### src/rtl/pipe_stage_reg.sv
// Purpose: parametrised inter-stage pipeline register with flush, valid/sequence tracking and stall statistics.
// Latency: one cycle from in_* to out_*; every output comes straight from a flop.
// Backpressure: stall[STAGE]/stall[STAGE+1] select hold or bubble; flush overrides both.
module pipe_stage_reg #(
  parameter int                 DATA_W  = 64,
  parameter int                 STALL_W = 6,
  parameter int                 STAGE   = 1,
  parameter logic [DATA_W-1:0]  BUBBLE  = {DATA_W{1'b0}},
  parameter int                 SEQ_W   = 8,
  parameter int                 CNT_W   = 16
) (
  input  logic               clk,
  input  logic               rst,
  input  logic [STALL_W-1:0] stall,
  input  logic               flush,
  input  logic [DATA_W-1:0]  in_data,
  input  logic               in_valid,
  output logic [DATA_W-1:0]  out_data,
  output logic               out_valid,
  output logic [SEQ_W-1:0]   out_seq,
  input  logic               cnt_clr,
  output logic [CNT_W-1:0]   hold_cnt,
  output logic [CNT_W-1:0]   bubble_cnt,
  output logic [CNT_W-1:0]   load_cnt
);

  // ------------------------------------------------------------------
  // Elaboration-time parameter checks
  // ------------------------------------------------------------------
  localparam bit STAGE_OK = (STALL_W >= 2) && (STAGE >= 0) && (STAGE <= STALL_W - 2);

  generate
    if (!STAGE_OK) begin : g_bad_stage
      $error("pipe_stage_reg: STAGE=%0d outside 0..%0d", STAGE, STALL_W - 2);
    end
    if (DATA_W < 1 || SEQ_W < 1 || CNT_W < 1) begin : g_bad_width
      $error("pipe_stage_reg: DATA_W, SEQ_W and CNT_W must all be at least 1");
    end
  endgenerate

  // Clamped indices keep the stall selects in range even when the check above fires.
  localparam int SU_IDX = STAGE_OK ? STAGE     : 0;
  localparam int SD_IDX = STAGE_OK ? STAGE + 1 : 0;

  localparam logic [CNT_W-1:0] CNT_MAX = {CNT_W{1'b1}};

  // ------------------------------------------------------------------
  // Stall decode
  // ------------------------------------------------------------------
  typedef enum logic [1:0] {
    ACT_LOAD   = 2'd0,
    ACT_BUBBLE = 2'd1,
    ACT_HOLD   = 2'd2
  } act_t;

  logic su;
  logic sd;
  act_t act;

  assign su = stall[SU_IDX];
  assign sd = stall[SD_IDX];

  // Bits of the stall vector that belong to other stage pairs are deliberately ignored.
  logic unused_stall_bits;
  assign unused_stall_bits = ^stall;

  // Pick this cycle's action: flush beats everything, then bubble, then hold.
  // su=0 always loads, including the malformed su=0/sd=1 pattern, so a bad
  // stall vector can never wedge the stage in hold.
  always_comb begin
    act = ACT_LOAD;
    if (flush) begin
      act = ACT_BUBBLE;
    end else if (su && !sd) begin
      act = ACT_BUBBLE;
    end else if (su && sd) begin
      act = ACT_HOLD;
    end
  end

  logic do_load_valid;
  logic do_bubble;
  logic do_hold;

  assign do_load_valid = (act == ACT_LOAD) && in_valid;
  assign do_bubble     = (act == ACT_BUBBLE);
  assign do_hold       = (act == ACT_HOLD);

  // ------------------------------------------------------------------
  // Payload, valid and sequence tag
  // ------------------------------------------------------------------
  logic [DATA_W-1:0] data_q;
  logic              valid_q;
  logic [SEQ_W-1:0]  seq_q;
  logic [SEQ_W-1:0]  seq_inc;

  // Natural modulo-2^SEQ_W wrap of the tag.
  assign seq_inc = seq_q + SEQ_W'(1);

  // Payload/valid register: reset and bubble load BUBBLE, hold keeps state.
  always_ff @(posedge clk) begin
    if (rst) begin
      data_q  <= BUBBLE;
      valid_q <= 1'b0;
    end else begin
      unique case (act)
        ACT_BUBBLE: begin
          data_q  <= BUBBLE;
          valid_q <= 1'b0;
        end
        ACT_HOLD: begin
          data_q  <= data_q;
          valid_q <= valid_q;
        end
        default: begin
          data_q  <= in_data;
          valid_q <= in_valid;
        end
      endcase
    end
  end

  // Sequence tag advances only on an accepted valid item; flush leaves it alone
  // so downstream can still tell which tag the squashed item followed.
  always_ff @(posedge clk) begin
    if (rst) begin
      seq_q <= '0;
    end else if (do_load_valid) begin
      seq_q <= seq_inc;
    end
  end

  assign out_data  = data_q;
  assign out_valid = valid_q;
  assign out_seq   = seq_q;

  // ------------------------------------------------------------------
  // Saturating statistics; cnt_clr beats a same-cycle increment
  // ------------------------------------------------------------------
  logic [CNT_W-1:0] hold_q;
  logic [CNT_W-1:0] bubble_q;
  logic [CNT_W-1:0] load_q;

  // Hold counter: counts cycles frozen by su=sd=1.
  always_ff @(posedge clk) begin
    if (rst || cnt_clr) begin
      hold_q <= '0;
    end else if (do_hold && (hold_q != CNT_MAX)) begin
      hold_q <= hold_q + CNT_W'(1);
    end
  end

  // Bubble counter: counts inserted bubbles, flushes included.
  always_ff @(posedge clk) begin
    if (rst || cnt_clr) begin
      bubble_q <= '0;
    end else if (do_bubble && (bubble_q != CNT_MAX)) begin
      bubble_q <= bubble_q + CNT_W'(1);
    end
  end

  // Load counter: counts valid items accepted from upstream.
  always_ff @(posedge clk) begin
    if (rst || cnt_clr) begin
      load_q <= '0;
    end else if (do_load_valid && (load_q != CNT_MAX)) begin
      load_q <= load_q + CNT_W'(1);
    end
  end

  assign hold_cnt   = hold_q;
  assign bubble_cnt = bubble_q;
  assign load_cnt   = load_q;

endmodule

### config.mk
export PLATFORM = sky130hd
export DESIGN_NAME = pipe_stage_reg
export DESIGN_NICKNAME = d
export VERILOG_FILES = /design/src/rtl/pipe_stage_reg.sv
export SDC_FILE = /design/constraint.sdc
export NUM_CORES = 1
export LEC_CHECK = 0
export ABC_AREA = 1
export CAP_MARGIN = 30
export CORE_MARGIN = 2
export CORE_UTILIZATION = 35
export CTS_CLUSTER_DIAMETER = 150
export DETAILED_ROUTE_END_ITERATION = 10
export GPL_TIMING_DRIVEN = 0
export PLACE_DENSITY = 0.7
export SYNTH_ARGS = -nofsm -noshare
export SYNTH_HDL_FRONTEND = slang
export SYNTH_SLANG_ARGS = --single-unit
### constraint.sdc
create_clock -name clk -period 3.6 [get_ports clk]
set_input_delay 0.54 -clock clk [delete_from_list [all_inputs] [get_ports clk]]
set_output_delay 0.54 -clock clk [all_outputs]
set_load 0.03 [all_outputs]
# Word level (Yosys, flattened, before mapping)
# Cells that the tools add are included.
totals:
  regBits: 121
  out_inout_bits: 121
  word_cells: 29
op_classes:
  add_sub_neg: 4
  n_eq_ne: 5
  n_mux: 5
  reduce_logical: 9
op_table:
  columns: ["operator", "count"]
  rows:
  - ["$pmux 64 s2", 1]
  - ["$add 16x1->16 const B", 3]
  - ["$ne 16x16->1 const B", 3]
  - ["$add 8x1->8 const B", 1]
  - ["$logic_and 1x1->1", 6]
  - ["$mux 2", 3]
  - ["$eq 2x1->1 const B", 1]
  - ["$eq 2x2->1 const B", 1]
  - ["$logic_not 2->1", 1]
  - ["$pmux 1 s2", 1]
  - ["$logic_not 1->1", 1]
  - ["$logic_or 1x1->1", 1]

# Logic depth before layout (Yosys ltp)
# Gate-level depths: netlist (run 1).
logic_depth:
  ltp_word: 7
  mapped_depth: 9
  mapped_depth_nobuf: 9

# Least setup slack after synthesis (run 1)
# OpenSTA, ideal clock, no wires.
synth_path:
  kind: "register -> register"
  startpoint: "register bubble_q[1] (netlist: bubble_cnt[1])"
  endpoint: "register bubble_q[7] (netlist: bubble_cnt[7])"
  arrival_ps: 1519
  t_required_ps: 3484
  slack_ps: 1965
  stages_incl_launch_ff: 8
  path_buffers: 1
  path_cell_list: "dfxtp_1 > ha_1 > inv_1 > nor2_1 > nand4_2 > buf_6 > a21oi_1 > nor2_1"
synth_via:
  elab_chain_len: 2
  word_cells_on_any_way: 3
  cone_classes: "add/sub (1); eq/ne (1); reduce/logical (1)"
synth_lines:
  columns: ["element", "line", "text"]
  rows:
  - ["from (decl)", "141", "logic [CNT_W-1:0] bubble_q;"]
  - ["from (signal assigned)", "158", "bubble_q <= bubble_q + CNT_W'(1);"]
  - ["parallel branches: the longest is 2 deep, another holds $add 16x1->16", null, null]
# Parallel ways; which one is timed is not known.
# A chain may end at the register's enable or synchronous reset.

# Worst setup path in the final report (run 1)
layout_path:
  startpoint: "register load_q[12] (netlist: load_cnt[12])"
  endpoint: "output load_cnt[12]"
layout_lines:
  columns: ["element", "line", "text"]
  rows:
  - ["from (decl)", "142", "logic [CNT_W-1:0] load_q;"]
  - ["from (signal assigned)", "167", "load_q <= load_q + CNT_W'(1);"]
  - ["to (decl)", "24", "output logic [CNT_W-1:0] load_cnt"]
# No word-level cell between the ends.

==> impl_metrics.toml, run 1 <==
[placement]
place_congestion = 0.838
dp_slack_ns = 1.17
post-dp-hpwl_mm = 11.4
dp.cells = 1129
place_area_um2 = 7370
numPortBuffers = 190

[timing]
setup_ws_ns = 1.44
worstMarginPinSlew_ns = 0.581
setup_viol = 0
rsz0062_at_grt = "false"
fin_tns_setup_ns = 0
maxSlewHeadroom_pct = 61.3
skew_ns = 0.00803
finalHoldViolations = 0
fin_crit_ns = 2.16
max_freq_ghz = 0.462
fin_crit_sh_pct = 60.1
slew_viol_final = 0

[synthesis]
synthesis.instances = 755
ys_ff_latch = 121
avgSynthCellArea_um2 = 6.93
synth-seq-area-share_pct = 46.3
synth_cell_type_count = 31
syn_nets = 834
ys_warn_count = 0
syn_area_um2 = 5230

[floorplan]
die_w_um = 126
core_area_um2 = 14600
initial_core_util_pct = 35.9
dieArea_um2 = 15900
die_h_um = 126
rows = 44
pin_count = 196

[worst_setup_path]
cp-end-kind = "primary output"
critical_path.max_stage_delay_ns = 0.73
startpoint_type = "flop"
critPathCapture = "load_cnt[12]"
cp_cell_sequence = "clkdlybuf4s50_1"
worstReg2RegStart = "bubble_cnt[1]"
critPathMaxFanout = 8
r2r-end = "bubble_cnt[13]"
path_buf_inv = 1
required_ns = 3.06
startpoint = "load_cnt[12]"
crit_slowest_cell = "clkdlybuf4s50_1"
worst-r2r-setup-slack_ns = 2.00
cp.depth = 1
worstPathArrival_ns = 1.62
reg2reg_depth = 7
critPathKind = "reg2out"
cp_top_family = "buffers and inverters"

[final_layout]
drive_gt1_share_pct = 7.78
finalInstanceArea_um2 = 7970
fin_util_pct = 54.6
diodes = 0
instances_no_fill = 1161
syn2layout_area_growth_pct = 52.3
nets = 1043

[clocking]
cts-root-buf = "clkbuf_16"
cts_resized = 0
cts_buffers = 17
htreeDepth = 4
clk_latency_ns = 0.41
hold_buffers = 0
cts_sinks = 121
cts_tree = "yes"
cts_buffer_depth = 2
post_cts_buffers = 0
cts.clk_slew.worst_paths_ns = 0.06

[global_routing]
grt_pass1_vias = 4852
antenna_found_initial = 0
grt_first_pass_wirelength_mm = 24.7
grt.total_usage_pct = 19.3
grt_max_degree = 17
grt_overflow = 0

[route]
drc = 0
routedWlPerCell_um = 13.3
firstDrtPassIters = 5
drt-total-wl_mm = 15.4
vias_per_cell = 4.71
num_vias = 5474
drt-initial-drc-count = 224
ant_nets = 0

[status]
status = "finished, final reports clean"

[power]
peakVddDrop_mv = 0.259
powerDensity_nw_per_um2 = 425
p_leak_uw = 0.00282

[flow_run]
drv_cap = 0

[hold_path]
min_path_type = "reg2reg"
[power breakdown]
group	internal, uW	switching, uW	leakage, uW
Clock	1090	639	0.000273
Combinational	137	150	0.00156
Sequential	1360	13.5	0.000981
Total	2590	802	0.00282
[metal layers]
layer | global-route usage (%) | part of all wire, %
met1 | 24.8 | 46
met2 | 31.4 | 47
met3 | 4.16 | 4.8
met4 | 8.02 | 2.0
met5 | 0 | 0
[worst reg2reg max path, delay by kind of cell, from the launching register on]
kind                       cells  cell delay (ns)
buffers and inverters          2             0.28
adders and majority gates      1             0.25
and+or+nand+nor                3             0.46
AOI/OAI and AO/OA              1             0.14
DFF                            1             0.38
[how the worst min path moves through the flow]
stage	start	endpoint	slack (ns)	depth (start not counted)
finish	out_data[1]	out_data[1]	0.46	2
global route	out_data[11]	out_data[11]	0.47	2
CTS	out_data[9]	out_data[9]	0.46	2
detailed placement	out_data[9]	out_data[9]	0.45	2
global placement	out_data[42]	out_data[42]	0.45	2
floorplan	out_data[17]	out_data[17]	0.59	2
[synth_stat cells (all sizes together)]
cell | n | area share [%]
xor2 | 1 | 0.17
nor2 | 133 | 11
nand2 | 252 | 18
o211ai | 1 | 0.14
o21ai | 13 | 1.3
nand3 | 48 | 4.9
a21oi | 101 | 9.7
ha | 4 | 0.96
xnor2 | 1 | 0.17
clkbuf | 11 | 0.86
nor3 | 6 | 0.67
nand3b | 3 | 0.43
dfxtp | 121 | 46
inv | 38 | 2.7
buf | 17 | 1.8
a31oi | 1 | 0.12
nand4 | 4 | 0.60
[cells in the final DEF, fill, tap and decap left out, types with 2 or more instances in the layout]
cell type | netlist | final
nor2_1 | 116 | 116
nand2_1 | 249 | 249
inv_2 | 4 | 4
clkbuf_16 | 0 | 17
ha_1 | 4 | 4
inv_1 | 34 | 34
nand4_1 | 3 | 3
nor2_2 | 12 | 12
buf_1 | 4 | 4
bufinv_16 | 0 | 3
clkinvlp_4 | 0 | 7
clkdlybuf4s50_1 | 0 | 190
nand3_1 | 45 | 45
buf_2 | 10 | 10
dfxtp_1 | 121 | 121
clkbuf_1 | 10 | 10
clkinv_4 | 0 | 3
a21oi_1 | 101 | 101
nand3b_1 | 3 | 3
nand3_2 | 3 | 3
nand2_2 | 3 | 3
nor3_1 | 5 | 5
o21ai_0 | 10 | 10
nor2_4 | 4 | 4
buf_6 | 2 | 2
o21ai_1 | 2 | 2
clkinv_2 | 0 | 2
[sequential cells by signal, summed over array words and instances, names as in the netlist]
| signal | count |
|---|---|
| bubble_cnt | 16 |
| hold_cnt | 16 |
| load_cnt | 16 |
| out_data | 64 |
| out_seq | 8 |
| out_valid | 1 |
[metrics by stage]
stage               hold slack, ns  power, uW
floorplan                    0.586       1540
global placement             0.447       1690
detailed placement           0.452       1700
CTS                          0.461       3430
global route                 0.470       3530
finish                       0.458       3390
[cells by family (layout without fill, tap and decap cells)]
kind of cell	after synthesis	in the layout	synth area share, %
and+or+nand+nor	446	446	35.8
DFF	121	121	46.3
adders and majority gates	4	4	0.956
AOI/OAI and AO/OA	116	116	11.2
buffers and inverters	66	288	5.40
xor gates and xnor gates	2	2	0.335
[area by class of cell]
type | instances | area (um^2)
fillers | 1383 | 6620
multi-input cells | 568 | 2530
flip-flops and latches | 121 | 2420
repair buffers | 190 | 1900
clock buffers | 17 | 425
well taps | 184 | 230
clock inverters | 15 | 179
inverters | 38 | 143
plain buffers | 28 | 140
Power figures use the tool's default switching activity.
==> run 2: changes to the inputs <==
- clock period: 3.6 -> 2.2 ns (I/O delays scaled with it)
==> results of run 2 <==
The final DEF is identical to that of run 1. Status: finished, final reports clean.
Among the figures that moved: setup slack after placement 1.17 ns -> -0.0230 ns; setup slack after layout 1.44 ns -> 0.245 ns; hold slack 0.458 ns -> 0.418 ns; register-to-register setup slack 2.00 ns -> 0.60 ns; end point of the worst hold path out_data[1] -> out_seq[6]; total power 3390 uW -> 5550 uW; worst IR drop on VDD 0.259 mV -> 0.424 mV
==> run 3: changes to the inputs <==
- clock period: 2.2 -> 1.9 ns (I/O delays scaled with it)
==> run 3 against run 2 <==
Clock power up 16%. Utilization is 0.077 points higher. Non-clock buffer count is the same. Global-route usage unchanged. Die area stayed put. Via count grew 0.18%. Count of clock-buffer cells in the layout is the same. Critical path type unchanged.
==> impl_metrics.toml, run 3 (same netlist as run 1, synthesis figures left out) <==
[worst_setup_path]
worstReg2RegStart = "load_cnt[1]"
critical_path.max_stage_delay_ns = 0.72
cp-end-kind = "primary output"
cp_cell_sequence = "clkdlybuf4s50_1"
required_ns = 1.62
crit_slowest_cell = "clkdlybuf4s50_1"
critPathMaxFanout = 5
critPathKind = "reg2out"
startpoint = "load_cnt[2]"
path_buf_inv = 1
cp_top_family = "buffers and inverters"
startpoint_type = "flop"
worstPathArrival_ns = 1.56

[power]
p_clk_share_pct = 50.8
totalPowerFinal_uw = 6420
sw_frac_of_total_pct = 23.6
switchingPower_uw = 1520
p_int_uw = 4900
seq_power_share_pct = 40.7
peakVddDrop_mv = 0.489
powerDensity_nw_per_um2 = 804
p_leak_uw = 0.00291
combPwrFrac_pct = 8.5

[clocking]
cts_sinks = 121
cts_tree = "yes"
cts-root-buf = "clkbuf_16"
htreeDepth = 4
cts_buffer_depth = 2
post_cts_buffers = 0
cts.clk_slew.worst_paths_ns = 0.06
hold_buffers = 0
cts_buffers = 17
clk_latency_ns = 0.41

[timing]
rsz0062_at_grt = "false"
skew_ns = 0.00802
maxSlewHeadroom_pct = 60.9
setup_viol = 0
fin_crit_sh_pct = 97.2
fin_crit_ns = 1.85
worstMarginPinSlew_ns = 0.586
fin_tns_setup_ns = 0
setup_ws_ns = 0.0538
slew_viol_final = 0
finalHoldViolations = 0
max_freq_ghz = 0.542

[global_routing]
grt.total_usage_pct = 19.3
grt_pass1_vias = 4852
grt_overflow = 0
grt_first_pass_wirelength_mm = 24.7
grt_max_degree = 17
grtUsageMet1_pct = 24.8
use_met3_pct = 4.16
antenna_found_initial = 0
grt_use_met2_pct = 31.4
busiest_layer = "met2"

[floorplan]
die_w_um = 126
initial_core_util_pct = 35.9
dieArea_um2 = 15900
pin_count = 196
core_area_um2 = 14600
die_h_um = 126
rows = 44

[placement]
post-dp-hpwl_mm = 11.4
dp_slack_ns = -0.278
place_congestion = 0.838
numPortBuffers = 190

[final_layout]
layout_commonest_cell = "nand2_1"
largest_reg_flops = 64
final_cell_mix = "249 x nand2_1, 184 x clkdlybuf4s50_1, 121 x dfxtp_1"
drive_gt1_share_pct = 7.78
n_fill_cell = 1381
syn2layout_area_growth_pct = 52.5
nets = 1043
diodes = 0

[route]
drt-total-wl_mm = 15.4
drt-initial-drc-count = 236
routedWlPerCell_um = 13.3
firstDrtPassIters = 5
ant_nets = 0
vias_per_cell = 4.72
drc = 0
num_vias = 5484

[hold_path]
min_path_type = "in2reg"
min_from = "rst"

[status]
status = "finished, final reports clean"

[flow_run]
drv_cap = 0
## run 3: cell types whose count changed in the layout (fill, tap and decap cells not counted), sizes merged
cell | before | now
clkdlybuf4s50 | 190 | 184
dlygate4sd2 | 0 | 1
dlymetal6s2s | 0 | 5
## run 3: path summary, 6_finish.rpt
| path | end | slack, ns | cells after the start |
|---|---|---|---|
| worst max-delay path | load_cnt[2] | 0.05 | 1 |
| worst min-delay path | out_seq[6] | 0.38 | 4 |
| worst max register to register | load_cnt[9] | 0.30 | 8 |
| worst min register to register | out_data[1] | 0.46 | 2 |
## run 3: area by class of cell
| class | count | area (um^2) | share of cell area (%) |
|---|---|---|---|
| clock inverter | 15 | 179 | 2.24 |
| clock buffer | 17 | 425 | 5.33 |
| timing repair buffer | 190 | 1910 | 24.0 |
| sequential | 121 | 2420 | 30.3 |
| multi-input combinational | 568 | 2530 | 31.7 |
| inverter | 38 | 143 | 1.79 |
| tap | 184 | 230 | 2.88 |
| buffer | 28 | 140 | 1.76 |
## run 3: through the flow
step                std cells  utilization, %  hold slack, ns  instance area (um^2)
finish                   1161            54.7           0.375                  7980
global route             1161            54.7           0.422                  7980
CTS                      1161            54.6           0.370                  7970
detailed placement       1129            50.5           0.452                  7370
global placement         1129            50.5           0.447                  7370
floorplan                 755               -           0.433                  5230
## run 3: power by group through the flow
stage | logic, uW | registers, uW | clock network [uW]
6_report | 544 | 2610 | 3260
3_3_place_gp | 546 | 2660 | 0
3_5_place_dp | 546 | 2670 | 0
5_1_grt | 585 | 2620 | 3490
2_1_floorplan | 159 | 2760 | 0
4_1_cts | 550 | 2610 | 3340
## run 3: routing by layer
layer,up-vias,share of wire [%],wire (um)
li1,2835,-,-
met1,2463,45,6990
met2,163,48,7320
met3,23,5.1,786
met4,0,1.9,297
met5,-,0,0
## run 3: what timing repair did
| action | 4_1_cts | 5_1_grt |
|---|---|---|
| gates cloned | 0 | 0 |
| setup endpoints to repair | 1 | 5 |
| gates resized for setup | 1 | 5 |
